$ cat config.mk
export PLATFORM = sky130hd
export DESIGN_NAME = demux_stream
export DESIGN_NICKNAME = d
export VERILOG_FILES = /design/src/rtl/demux_pkg.sv /design/src/rtl/demux_dec.sv /design/src/rtl/demux_stream.sv
export SDC_FILE = /design/constraint.sdc
export NUM_CORES = 1
export LEC_CHECK = 0
export CAP_MARGIN = 25
export CORE_AREA = 2 2 143 145
export DETAILED_ROUTE_END_ITERATION = 12
export DIE_AREA = 0 0 145 147
export HOLD_SLACK_MARGIN = 0.1
export PLACE_DENSITY = 0.56
export SLEW_MARGIN = 30
export SYNTH_ARGS = -nofsm -noshare
export SYNTH_HDL_FRONTEND = slang
export SYNTH_SLANG_ARGS = --single-unit
$ cat constraint.sdc
create_clock -name clk_i -period 5.7 [get_ports clk_i]
set_clock_uncertainty 0.2 [all_clocks]
set_input_delay 0.57 -clock clk_i [delete_from_list [all_inputs] [get_ports clk_i]]
set_output_delay 0.57 -clock clk_i [all_outputs]
set_load 0.05 [all_outputs]
$ cat src/rtl/demux_pkg.sv
// Shared types and helpers for the demux_stream streaming demultiplexer.
package demux_pkg;

    typedef enum logic [0:0] {
        DEMUX_IDLE = 1'b0,
        DEMUX_PKT  = 1'b1
    } demux_state_e;

    function automatic logic demux_sel_valid(input logic [31:0] sel, input logic [31:0] n_ch);
        return sel < n_ch;
    endfunction

endpackage

$ cat src/rtl/demux_dec.sv
// Binary-to-one-hot decoder with enable; out-of-range selects give all zeros.
// Purely combinational, no latency, no flow control.
module demux_dec
    import demux_pkg::*;
#(
    parameter int N_OUT = 32,
    parameter int SEL_W = $clog2(N_OUT)
) (
    input  logic             en_i,
    input  logic [SEL_W-1:0] sel_i,
    output logic [N_OUT-1:0] onehot_o
);

    always_comb begin
        onehot_o = '0;
        if (en_i && demux_sel_valid(32'(sel_i), 32'(N_OUT))) begin
            for (int k = 0; k < N_OUT; k++) begin
                onehot_o[k] = (sel_i == SEL_W'(k));
            end
        end
    end

endmodule

$ cat src/rtl/demux_stream.sv
// 1-to-N_CH packet-locked stream demux; one output register stage, latency 1 beat.
// Backpressure: s_ready_o follows the selected channel's ready when the stage is full; en_i low stalls input only.
// Optional DEMUX_STREAM_ERR_EN adds sticky err_o for beats dropped on an invalid channel.
module demux_stream
    import demux_pkg::*;
#(
    parameter int N_CH   = 32,
    parameter int DATA_W = 8,
    parameter int SEL_W  = $clog2(N_CH)
) (
    input  logic                     clk_i,
    input  logic                     rst_ni,
    input  logic                     en_i,
    input  logic [SEL_W-1:0]         sel_i,
    input  logic                     s_valid_i,
    output logic                     s_ready_o,
    input  logic [DATA_W-1:0]        s_data_i,
    input  logic                     s_last_i,
    output logic [N_CH-1:0]          m_valid_o,
    input  logic [N_CH-1:0]          m_ready_i,
    output logic [N_CH*DATA_W-1:0]   m_data_o,
    output logic [N_CH-1:0]          m_last_o
`ifdef DEMUX_STREAM_ERR_EN
    ,
    output logic                     err_o
`endif
);

    demux_state_e      state_q, state_d;
    logic [SEL_W-1:0]  lock_q, lock_d;
    logic              stg_vld_q, stg_vld_d;
    logic [DATA_W-1:0] stg_dat_q, stg_dat_d;
    logic              stg_last_q, stg_last_d;
    logic [SEL_W-1:0]  stg_ch_q, stg_ch_d;

    logic [N_CH-1:0]   stg_hot;
    logic              drain;
    logic              accept;
    logic [SEL_W-1:0]  beat_ch;
    logic              beat_ok;

    demux_dec #(
        .N_OUT (N_CH),
        .SEL_W (SEL_W)
    ) u_dec (
        .en_i     (stg_vld_q),
        .sel_i    (stg_ch_q),
        .onehot_o (stg_hot)
    );

    // The stage only ever holds beats for valid channels, so the one-hot picks its consumer's ready.
    assign drain     = |(stg_hot & m_ready_i);
    assign s_ready_o = rst_ni && en_i && (!stg_vld_q || drain);
    assign accept    = s_valid_i && s_ready_o;
    assign beat_ch   = (state_q == DEMUX_PKT) ? lock_q : sel_i;
    assign beat_ok   = demux_sel_valid(32'(beat_ch), 32'(N_CH));

    always_comb begin
        state_d    = state_q;
        lock_d     = lock_q;
        stg_vld_d  = stg_vld_q;
        stg_dat_d  = stg_dat_q;
        stg_last_d = stg_last_q;
        stg_ch_d   = stg_ch_q;

        if (drain) begin
            stg_vld_d = 1'b0;
        end

        if (accept) begin
            // Invalid-channel beats are consumed but never become visible.
            stg_vld_d  = beat_ok;
            stg_dat_d  = s_data_i;
            stg_last_d = s_last_i;
            stg_ch_d   = beat_ch;

            case (state_q)
                DEMUX_IDLE: begin
                    if (!s_last_i) begin
                        lock_d  = sel_i;
                        state_d = DEMUX_PKT;
                    end
                end
                DEMUX_PKT: begin
                    if (s_last_i) begin
                        state_d = DEMUX_IDLE;
                    end
                end
                default: state_d = DEMUX_IDLE;
            endcase
        end
    end

    always_ff @(posedge clk_i) begin
        if (!rst_ni) begin
            state_q    <= DEMUX_IDLE;
            lock_q     <= '0;
            stg_vld_q  <= 1'b0;
            stg_dat_q  <= '0;
            stg_last_q <= 1'b0;
            stg_ch_q   <= '0;
        end else begin
            state_q    <= state_d;
            lock_q     <= lock_d;
            stg_vld_q  <= stg_vld_d;
            stg_dat_q  <= stg_dat_d;
            stg_last_q <= stg_last_d;
            stg_ch_q   <= stg_ch_d;
        end
    end

    always_comb begin
        m_valid_o = stg_hot;
        m_last_o  = stg_hot & {N_CH{stg_last_q}};
        m_data_o  = '0;
        for (int k = 0; k < N_CH; k++) begin
            if (stg_hot[k]) begin
                m_data_o[k*DATA_W +: DATA_W] = stg_dat_q;
            end
        end
    end

`ifdef DEMUX_STREAM_ERR_EN
    logic err_q, err_d;

    always_comb begin
        err_d = err_q;
        if (accept && !beat_ok) begin
            err_d = 1'b1;
        end
    end

    always_ff @(posedge clk_i) begin
        if (!rst_ni) begin
            err_q <= 1'b0;
        end else begin
            err_q <= err_d;
        end
    end

    assign err_o = err_q;
`endif

endmodule

Yosys cells after proc, flatten, opt, wreduce, memory -nomap -nowiden. Cells that the tools add are included.

Flip-flop bits (word level): 21. Bits of input ports: 50. Output and inout bits: 321. Logic and storage cells: 87.

Equality and inequality tests: 31. Muxes and demuxes: 37. Bitwise logic cells: 4. Reduce and logical (&&, ||, !) cells: 9.

Operators by type and width (number): 8-bit 2-to-1 mux (32); 5-bit equality test, second input constant (16); 32-bit bitwise AND (2); 5-bit by 4-bit equality test with 1-bit output, second input constant (8); 32-bit 2-to-1 mux (1); 32-bit OR reduction (1); 5-bit by 3-bit equality test with 1-bit output, second input constant (4); 5-bit by 2-bit equality test with 1-bit output, second input constant (2); 5-bit by 1-bit equality test with 1-bit output, second input constant (1); 5-bit logical NOT (1); 5-bit 2-to-1 mux (1); 1-bit logical AND (3); 1-bit 2-to-1 mux (3); 3-bit AND reduction (1); 1-bit NOT (2); 2-bit nonzero test (1); 1-bit logical NOT (1); 1-bit logical OR (1).

Logic depth before layout (Yosys ltp). Gate-level depths: netlist of the first run.

Depth after elaboration: 8. Mapped depth: 9. Gate-level depth less buffers: 6.

Hierarchy. A second synthesis of the first run with hierarchy kept.

Cell total of the unflattened synthesis: 477. Area total of the unflattened synthesis: 3151.8 sq um.

By module, submodules not included: demux_stream (instances 1, cells an instance 430, area an instance 2917.8 sq um, sequential area each 420.4 sq um); demux_dec (instances 1, cells an instance 47, area an instance 234.0 sq um, sequential area each 0.0 sq um).

Least setup slack after synthesis of the first run. Ideal clock, no wire load.

Kind: register -> output. Start point: register stg_ch_q[4]. End point: output port s_ready_o. Arrival: 2.730 ns. Data required time: 4.930 ns. Path slack: 2.200 ns. Stages on the path, launching flop included: 8. Buffers on the path: 1. Path through: dfxtp_1 > buf_6 > nand4bb_1 > nor2_1 > a2111oi_4 > nand4_1 > or2_2 > nor2b_1.

Longest elaborated chain between the ends: 6. Elaborated cells between the ends (all ways): 37. Classes of those cells: eq/ne: 31; mux: 1; bitwise: 1; reduce/logical: 4.

RTL lines: from (decl) (line demux_stream.sv:34) `logic [SEL_W-1:0] stg_ch_q, stg_ch_d;`; from (signal assigned) (line demux_stream.sv:108) `stg_ch_q <= stg_ch_d;`; 5-bit by 4-bit equality test with 1-bit output (line demux_dec.sv:18) `onehot_o[k] = (sel_i == SEL_W'(k));`; 32-bit 2-to-1 mux (line demux_dec.sv:16) `if (en_i && demux_sel_valid(32'(sel_i), 32'(N_OUT))) begin`; named net m_valid_o[9] (line demux_stream.sv:19) `output logic [N_CH-1:0] m_valid_o,`; 32-bit bitwise AND (line demux_stream.sv:52) `assign drain = |(stg_hot & m_ready_i);`; 32-bit OR reduction (line demux_stream.sv:52); 1-bit logical OR (line demux_stream.sv:53) `assign s_ready_o = rst_ni && en_i && (!stg_vld_q || drain);`; 1-bit logical AND (line demux_stream.sv:53); to (decl) (line demux_stream.sv:16) `output logic s_ready_o,`.

The timed path passes the listed nets, and every way through them passes these cells.

Worst setup path in the final report of the first run.
Start point: register stg_ch_q[1]. End point: output port s_ready_o.

Longest elaborated chain between the ends: 6. Elaborated cells between the ends (all ways): 37. Classes of those cells: eq/ne: 31; mux: 1; bitwise: 1; reduce/logical: 4.

RTL lines (line): 5-bit by 1-bit equality test with 1-bit output (tied with other cells) (demux_dec.sv:18); 32-bit 2-to-1 mux (*) (demux_dec.sv:16); 32-bit bitwise AND (*) (demux_stream.sv:52); 32-bit OR reduction (*) (demux_stream.sv:52); 1-bit logical OR (*) (demux_stream.sv:53); 1-bit logical AND (*) (demux_stream.sv:53).

Every way passes the cells marked *; elsewhere a longest branch is shown, timed or not.

==> results of run 1 <==
## how the worst max path moves through the flow
stage	startpoint	endpoint
final	stg_ch_q[1]	s_ready_o
after global routing	stg_ch_q[1]	s_ready_o
after CTS	stg_ch_q[4]	s_ready_o
after detailed placement	stg_ch_q[4]	s_ready_o
after global placement	stg_ch_q[3]	s_ready_o
after floorplan	stg_ch_q[4]	s_ready_o
## cells in the final DEF (no fill, tap or decap), types with 2 or more instances in the layout
master             n
and3_1           292
nor2b_4            2
or2_2              2
nand4b_1           3
dfxtp_2            2
inv_1             14
and2_1             8
clkdlybuf4s50_1  370
dfxtp_1           19
and4_1             2
nor2_1            25
nand2b_1           2
nand2_1           22
and4b_1            2
nand3_1           24
nand4_1            6
buf_4             18
clkbuf_16          3
nor3_1             2
mux2i_1           26
## stage by stage
stage / cell area (um2) / util / total power [W]
3_5_place_dp: 7480 / 0.377 / 0.000342
2_1_floorplan: 3750 / - / 0.000259
5_1_grt: 7570 / 0.382 / 0.000513
6_report: 7580 / 0.382 / 0.000489
4_1_cts: 7560 / 0.381 / 0.000493
3_3_place_gp: 7480 / 0.377 / 0.000340
## report_power, final
group          switching [W]  internal [W]  leakage (nW)  total [W]
registers          0.0000234      0.000155         0.172   0.000178
clock network      0.0000567     0.0000943        0.0409   0.000151
logic               0.000100     0.0000600          3.61   0.000160
total               0.000180      0.000309          3.82   0.000489
## cell type report
cell class,instances,area share
Antenna cell,1,0.000330
Clock buffer,3,0.00991
Clock inverter,1,0.000661
Inverter,14,0.00694
Multi-Input combinational cell,435,0.375
Sequential cell,21,0.0558
Tap cell,270,0.0446
Timing Repair Buffer,388,0.507
## routing by layer
metal	vias up	part of all wire	GRT usage	wire (um)
met1	2551	0.42	0.245	9600
met2	238	0.50	0.355	11500
li1	2594	-	-	-
met5	-	0	0	0
met3	24	0.062	0.0298	1420
met4	0	0.020	0.0485	456
## critical path, cell delays in order, from the launching register on
cell	delay [ns]
dfxtp_1	0.60
nor2b_4	0.76
buf_4	0.47
nand3_1	0.13
nand4_1	0.13
or4_4	0.16
or2_2	0.12
nor2b_1	0.12
clkdlybuf4s50_1	0.83
## state kept, by name, indices dropped and copies added, names as in the netlist
| signal | count |
|---|---|
| stg_last_q | 1 |
| lock_q | 5 |
| state_q | 1 |
| stg_ch_q | 5 |
| stg_vld_q | 1 |
| stg_dat_q | 8 |
## cell families after synthesis
kind of cell           after synthesis  share of synthesized area
AND/OR/NAND/NOR                    404                      0.653
buffers and inverters              120                      0.142
multiplexers                        26                     0.0693
flip-flops                          21                      0.112
AO/OA/AOI/OAI                        5                     0.0237
==> results.md, run 1 <==
Synth
* 6.52 um2 — Post-Syn Area per Cell
* and3_1 — cell with the most instances after synthesis
* and3_1, dfxtp_1, clkbuf_1 — Area contributors post-synth
* dfxtp_1 — top flip-flop cell by instance count after synthesis
* 0 — EDFF count, synth
* 3750 um2 — netlist area before placement
* 0.487 — share of Yosys cell area claimed by the top area cell type
* and3_1, clkbuf_1, mux2i_1, nor2_1, nand3_1 — commonest cells in the synthesized netlist
* 0.112 — Seq/Total Area, Yosys
* 626 — Post-Synthesis Net Count
* and3_1 — top cell type by total area after synthesis
* 21 — total of flip-flops plus latches after synthesis
* 0 — count of yosys warnings during synthesis
* 576 — gate count after technology mapping
* 35 — number of distinct library cells after synthesis
* 0 — FFs w/ async S/R, synth

Detailed routing
* 23.0 mm — wire length reported by the detailed router
* 5407 — via count
* 5 — number of detailed-routing iterations run before antenna repair
* 324 — number of DRC violations after detailed-routing iteration 0
* 0 — Remaining DRCs
* 4.77 — via-per-instance ratio
* 20.3 um — detailed-route wire length per cell
* 0 — number of nets with antenna violations after routing

Global route
* 0 — initial antenna violation count
* 4850 — number of global-route vias before repair
* 0.197 — total routing usage reported by global routing
* 83 — pin count of the biggest net entering global routing
* 32.9 mm — global-route wire length before repair
* 0 — GRT overflow

Power
* 64.6 nW/um2 — power density relative to cell area
* 3.82 nW — leak pwr
* 0.0832 mV — IR drop worst, VDD

Die
* 0.189 — initial cell density of the core
* 145 um — Horiz. Die Dim
* 371 — I/O pin count
* 21300 um2 — die area
* 19800 um2 — Floorplan Core Area
* 52 — row cnt
* 147 um — die outline height

Worst setup path
* 44 — largest fanout of any net on the critical path
* 7 — Register-to-Register Path Depth
* 2.43 ns — register-to-register setup slack
* stg_ch_q[1] — FF-to-FF Start
* stg_dat_q[5] — end of the worst register-to-register path
* reg -> out — Setup Crit Path Kind
* 3.62 ns — arrival time at the worst endpoint
* primary output — category of the worst setup path capture point
* register — launching element type of the critical path
* 4.93 ns — critical path data required time

STA
* 0 — Final Max Slew Viols
* 0 — setup violators final
* 0 — count of final hold-check violations
* 0.795 ns — measured slew at the worst slew-check pin
* 1.31 ns — post-layout worst setup margin
* 0.258 ns — Hold Worst Slack
* 0.469 — Relative slew margins
* false — RSZ-0062 raised after global routing
* 228 MHz — maximum clock rate
* 0 ns — Total Negative Setup Slacks
* 0.770 — final cycle utilization of the critical path
* 4.39 ns — final worst path period need

Clock tree
* built — clock tree from TritonCTS
* 0 — # hold bufs at CTS
* 0 — quantity of gates resized following cts
* 2 — largest buffer count on any clock path
* 1 — count of H-tree levels built during CTS
* 0.26 ns — clock latency on the worst-skew pair
* 21 — sink count of the clock tree
* 3 — clock buffers created by TritonCTS
* 0 — Post CTS Setup Buffer Count
* 0.05 ns — register clock-pin slew on the reported worst setup and hold paths
* clkbuf_16 — clock root buffer

Final layout
* 1133 — Cell Count, Final, Fillers Out
* 102% — layout overhead on the synthesized area
* 2072 — Filler Cells Inserted
* 913 — layout net count
* 423 um2 — footprint of the flip-flops and latches
* 2840 um2 — area used by multi-input combinational logic
* 0.0476 — fraction of final layout cells sized beyond drive strength 1

Min path
* lock_q[0] — Hold Path Origin
* reg -> reg — type of the worst min-delay path
* 2 — Worst Hold Depth
* lock_q[0] — Worst Hold Path EP

Placement
* 1127 — total instance count after detailed placement
* 370 — buffers added on ports
* 15.9 mm — dpl hpwl
* 0.831 — final weighted congestion in routability-driven placement
* 1.57 ns — post-placement setup slack

Run
* 0 — maximum capacitance violations

Status
* finished clean — run status

Note: power is estimated with default switching activity, not from simulation.
==> run 2, diff against run 1 <==
==> constraint.sdc (replaced) <==
create_clock -name clk_i -period 4.3 [get_ports clk_i]
set_clock_uncertainty 0.2 [all_clocks]
set_input_delay 0.43 -clock clk_i [delete_from_list [all_inputs] [get_ports clk_i]]
set_output_delay 0.43 -clock clk_i [all_outputs]
set_load 0.05 [all_outputs]
==> results.md, run 2 (synthesis gave the netlist of run 1 again) <==
Worst setup path
* 39 — largest fanout of any net on the critical path, -11%
* register — launching element type of the critical path
* 3.03 ns — arrival time at the worst endpoint, -0.59 ns
* primary output — category of the worst setup path capture point
* reg -> out — Setup Crit Path Kind
* 3.67 ns — critical path data required time, -1.26 ns

STA
* 0 — Final Max Slew Viols, unchanged
* 273 MHz — maximum clock rate
* 0 — setup violators final, unchanged
* 0 — count of final hold-check violations, unchanged
* 0 ns — Total Negative Setup Slacks, unchanged
* 0.851 — final cycle utilization of the critical path
* false — RSZ-0062 raised after global routing
* 0.363 — Relative slew margins, -0.105
* 0.256 ns — Hold Worst Slack, -0.00266 ns
* 0.952 ns — measured slew at the worst slew-check pin, +0.157 ns
* 3.66 ns — final worst path period need

Detailed routing
* 0 — Remaining DRCs, unchanged
* 22.9 mm — wire length reported by the detailed router, -0.59%
* 296 — number of DRC violations after detailed-routing iteration 0, -8.6%
* 4.73 — via-per-instance ratio, -0.94%
* 5361 — via count, -0.85%
* 20.2 um — detailed-route wire length per cell, -0.68%
* 4 — number of detailed-routing iterations run before antenna repair, -1
* 0 — number of nets with antenna violations after routing, unchanged

Placement
* 0.760 — final weighted congestion in routability-driven placement, -8.6%
* 7530 um2 — placed inst area, +0.59%
* 15.6 mm — dpl hpwl, -2.0%
* 370 — buffers added on ports, unchanged

Clock tree
* 0 — quantity of gates resized following cts, unchanged
* 0 — Post CTS Setup Buffer Count, unchanged
* clkbuf_16 — clock root buffer
* 0 — # hold bufs at CTS, unchanged
* 2 — largest buffer count on any clock path, unchanged
* 21 — sink count of the clock tree, unchanged
* 1 — count of H-tree levels built during CTS, unchanged
* 0.06 ns — register clock-pin slew on the reported worst setup and hold paths, about the same
* 0.25 ns — clock latency on the worst-skew pair, about the same
* 3 — clock buffers created by TritonCTS, unchanged
* built — clock tree from TritonCTS

Global route
* 0.358 — met2 demand-to-capacity share in global routing, +0.00333
* 0.196 — total routing usage reported by global routing, -0.000447
* 1 — initial antenna violation count, +1
* 33.0 mm — global-route wire length before repair, +0.38%
* met2 — most crowded layer after global routing
* 0 — GRT overflow, unchanged
* 4877 — number of global-route vias before repair, +0.56%
* 83 — pin count of the biggest net entering global routing, unchanged
* 0.245 — routing usage on met1, about the same
* 0.0267 — met3 demand-to-capacity share in global routing, -0.00311

Final layout
* clkdlybuf4s50_1, and3_1, mux2i_1 — leading cell types in the layout, fill and taps excluded
* 103% — layout overhead on the synthesized area
* stg_dat_q (8), lock_q (5), stg_ch_q (5) — Top Registers
* 0.0498 — fraction of final layout cells sized beyond drive strength 1, +0.00220
* 0 — antenna cells, -1
* 915 — layout net count, +0.22%
* clkdlybuf4s50_1 — leading cell type in the layout, fill and taps excluded
* 8 — max reg flops, unchanged
* 7610 um2 — final non-filler cell area, +0.45%
* stg_dat_q — top register by number of flip-flops

Status
* finished clean — run status

Power
* 3.84 nW — leak pwr, +0.51%
* 0.114 mV — IR drop worst, VDD, +37%
* 84.7 nW/um2 — power density relative to cell area, +31%

Die
* 371 — I/O pin count, unchanged
* 52 — row cnt, unchanged
* 145 um — Horiz. Die Dim, unchanged
* 21300 um2 — die area, unchanged
* 147 um — die outline height, unchanged
* 19800 um2 — Floorplan Core Area, unchanged
* 0.189 — initial cell density of the core, unchanged

Run
* 0 — maximum capacitance violations, unchanged

Min path
* reg -> reg — type of the worst min-delay path

[run 2: final cells by class]
| type | count | area, um2 |
|---|---|---|
| multi-input combinational | 435 | 2840 |
| clock inverter | 1 | 5.00 |
| sequential | 21 | 423 |
| fill | 2095 | 12200 |
| tap | 270 | 338 |
| inverter | 14 | 52.6 |
| timing repair buffer | 390 | 3880 |
| clock buffer | 3 | 75.1 |
[run 2: worst paths after layout]
kind	start	to	depth (start not counted)	slack, ns
min reg2reg	lock_q[1]	lock_q[1]	2	0.26
min	lock_q[1]	lock_q[1]	2	0.26
max reg2reg	stg_ch_q[4]	stg_dat_q[1]	6	0.98
max	stg_ch_q[4]	s_ready_o	7	0.64
[run 2: power by group]
part	internal, W	leakage [nW]	switching (W)
Sequential	0.000205	0.172	0.0000353
Combinational	0.0000819	3.63	0.000129
Clock	0.000125	0.0409	0.0000680
Total	0.000412	3.84	0.000233
[run 2: stage by stage]
| step | power (W) | utilization | instances | setup slack, ns |
|---|---|---|---|---|
| floorplan | 0.000343 | - | 576 | 0.940 |
| global placement | 0.000456 | 0.379 | 1130 | 0.975 |
| detailed placement | 0.000458 | 0.379 | 1130 | 0.899 |
| CTS | 0.000652 | 0.383 | 1134 | 0.638 |
| global route | 0.000677 | 0.383 | 1134 | 0.486 |
| finish | 0.000644 | 0.383 | 1134 | 0.642 |
[run 2: layer usage]
metal | part of all wire | vias to the layer above
met4 | 0.021 | 0
met3 | 0.066 | 25
met5 | 0 | -
met2 | 0.49 | 247
met1 | 0.43 | 2499
li1 | - | 2590
[run 2: critical path: stages (launching register included)]
cell      delay [ns]
dfxtp_1         0.65
and4bb_2        0.57
nand3_1         0.20
nand4_1         0.12
or4_4           0.58
or2_2           0.32
nor2b_1         0.13
buf_4           0.19
==> run 3, diff against run 2 <==
--- a/config.mk
+++ b/config.mk
@@ -6,9 +6,9 @@
 export NUM_CORES = 1
 export LEC_CHECK = 0
 export CAP_MARGIN = 25
-export CORE_AREA = 2 2 143 145
+export CORE_AREA = 2 2 146 148
 export DETAILED_ROUTE_END_ITERATION = 12
-export DIE_AREA = 0 0 145 147
+export DIE_AREA = 0 0 148 150
 export HOLD_SLACK_MARGIN = 0.1
 export PLACE_DENSITY = 0.56
 export SLEW_MARGIN = 30
==> constraint.sdc (replaced) <==
create_clock -name clk_i -period 2.95 [get_ports clk_i]
set_clock_uncertainty 0.2 [all_clocks]
set_input_delay 0.295 -clock clk_i [delete_from_list [all_inputs] [get_ports clk_i]]
set_output_delay 0.295 -clock clk_i [all_outputs]
set_load 0.05 [all_outputs]
==> results.md, run 3 (synthesis gave the netlist of run 1 again) <==
Final layout
* buf_12 — leading cell type in the layout, fill and taps excluded
* buf_12, and3_1, clkdlybuf4s50_1 — leading cell types in the layout, fill and taps excluded
* 0 — antenna cells, unchanged
* 1843 — Filler Cells Inserted, -12%
* 934 — layout net count, +2.1%
* 187% — layout overhead on the synthesized area
* 10800 um2 — final non-filler cell area, +42%
* 0.521 — final core utilization, +0.137
* 0.413 — fraction of final layout cells sized beyond drive strength 1, +0.364
* 8 — max reg flops, unchanged
* stg_dat_q — top register by number of flip-flops
* stg_dat_q (8), lock_q (5), stg_ch_q (5) — Top Registers

STA
* 0.604 ns — measured slew at the worst slew-check pin, -0.348 ns
* false — RSZ-0062 raised after global routing
* 0.597 — Relative slew margins, +0.234
* 0 — Final Max Slew Viols, unchanged
* 0 ns — Total Negative Setup Slacks, unchanged
* 0 — count of final hold-check violations, unchanged
* 0 — setup violators final, unchanged
* 2.87 ns — final worst path period need
* 349 MHz — maximum clock rate
* 0.972 — final cycle utilization of the critical path

Detailed routing
* 4 — number of detailed-routing iterations run before antenna repair, unchanged
* 5595 — via count, +4.4%
* 0 — Remaining DRCs, unchanged
* 344 — number of DRC violations after detailed-routing iteration 0, +16%
* 25.2 mm — wire length reported by the detailed router, +10%
* 21.8 um — detailed-route wire length per cell, +8.1%
* 4.83 — via-per-instance ratio, +2.2%
* 0 — number of nets with antenna violations after routing, unchanged

Power
* 0.181 mV — IR drop worst, VDD, +58%
* 90.8 nW/um2 — power density relative to cell area, +7.2%
* 5.35 nW — leak pwr, +39%

Placement
* 18.8 mm — dpl hpwl, +20%
* 370 — buffers added on ports, unchanged
* 10600 um2 — placed inst area, +41%
* 0.904 — final weighted congestion in routability-driven placement, +19%

Worst setup path
* 0.60 ns — crit-path max cell delay, -0.05 ns
* 8 — largest fanout of any net on the critical path, -79%
* and4bb_1 -> nand3_1 -> nand4_1 -> or4_4 -> or2_2 -> nor2b_2 -> buf_4 — CP Cell Sequence
* primary output — category of the worst setup path capture point
* or4_4 — Slowest cell on crit path
* 2.37 ns — arrival time at the worst endpoint, -0.66 ns
* 9 — Register-to-Register Path Depth, +3
* register — launching element type of the critical path
* reg -> out — Setup Crit Path Kind
* 2.46 ns — critical path data required time, -1.21 ns

Global route
* 57 — pin count of the biggest net entering global routing, -31%
* 5424 — number of global-route vias before repair, +11%
* 36.8 mm — global-route wire length before repair, +12%
* 1 — initial antenna violation count, unchanged
* 0.214 — total routing usage reported by global routing, +0.0178
* 0 — GRT overflow, unchanged

Clock tree
* 3 — clock buffers created by TritonCTS, unchanged
* 2 — largest buffer count on any clock path, unchanged
* built — clock tree from TritonCTS
* 1 — count of H-tree levels built during CTS, unchanged
* 0.06 ns — register clock-pin slew on the reported worst setup and hold paths, about the same
* 21 — sink count of the clock tree, unchanged
* 0.25 ns — clock latency on the worst-skew pair, about the same
* clkbuf_16 — clock root buffer

Die
* 0.181 — initial cell density of the core, -0.00774
* 150 um — die outline height, +2.0%
* 371 — I/O pin count, unchanged
* 148 um — Horiz. Die Dim, +2.1%
* 53 — row cnt, +1.9%
* 20700 um2 — Floorplan Core Area, +4.3%
* 22200 um2 — die area, +4.2%

Min path
* reg -> reg — type of the worst min-delay path
* 2 — Worst Hold Depth, unchanged

Status
* finished clean — run status

Run
* 0 — maximum capacitance violations, unchanged

[run 3: changes by cell type in the layout (fill, tap and decap cells not counted), moves of 3 or more]
cell	previous run	this run
buf_12	2	299
buf_4	19	33
buf_6	0	4
clkdlybuf4s50_1	369	73
dfxtp_1	19	15
dfxtp_4	0	3
[run 3: per-stage QoR]
step	worst slack, ns	power (W)	hold slack, ns	std cells
floorplan	0.196	0.000501	0.190	576
global placement	0.264	0.000692	0.243	1153
detailed placement	0.218	0.000695	0.252	1153
CTS	0.00173	0.000984	0.261	1157
global route	0.000104	0.00102	0.283	1158
finish	0.0819	0.000978	0.260	1158
[run 3: area by class of cell]
type	count	area (um2)	share of cell area
clock buffer	3	75.1	0.00697
clock inverter	1	5.00	0.000465
inverter	14	52.6	0.00488
multi-input combinational	435	2850	0.265
sequential	21	435	0.0404
tap	275	344	0.0319
timing repair buffer	409	7010	0.651
[run 3: worst max-delay path, delay by kind of cell, from the launching register on]
family | cells | cell delay [ns]
simple gates | 6 | 1.54
flops | 1 | 0.39
buf+inv | 1 | 0.18
[run 3: worst paths after layout]
kind	from	end	slack, ns
setup / recovery	stg_ch_q[3]	s_ready_o	0.08
hold / removal	lock_q[3]	lock_q[3]	0.26
setup reg to reg	stg_ch_q[3]	stg_ch_q[2]	0.46
hold reg to reg	lock_q[3]	lock_q[3]	0.26
[run 3: repair_timing]
item                                    4_1_cts  5_1_grt
pin swaps                                     0        3
hold endpoints to repair                      0        0
hold buffers                                  0        0
resized for setup                             5       10
endpoints found under the setup margin        1        1
buffers inserted                              0        1
[run 3: power breakdown]
part,total (W),internal (W),leakage (nW),switching (W)
clock network,0.000289,0.000182,0.0409,0.000107
registers,0.000327,0.000299,0.175,0.0000282
logic,0.000362,0.000140,5.14,0.000222
[run 3: per-layer routing]
| metal | routed length (um) | track usage | vias to the layer above |
|---|---|---|---|
| met1 | 10100 | 0.261 | 2684 |
| met5 | 0 | 0 | - |
| met3 | 1700 | 0.0491 | 30 |
| met2 | 12900 | 0.383 | 247 |
| met4 | 575 | 0.0452 | 0 |
| li1 | - | - | 2634 |
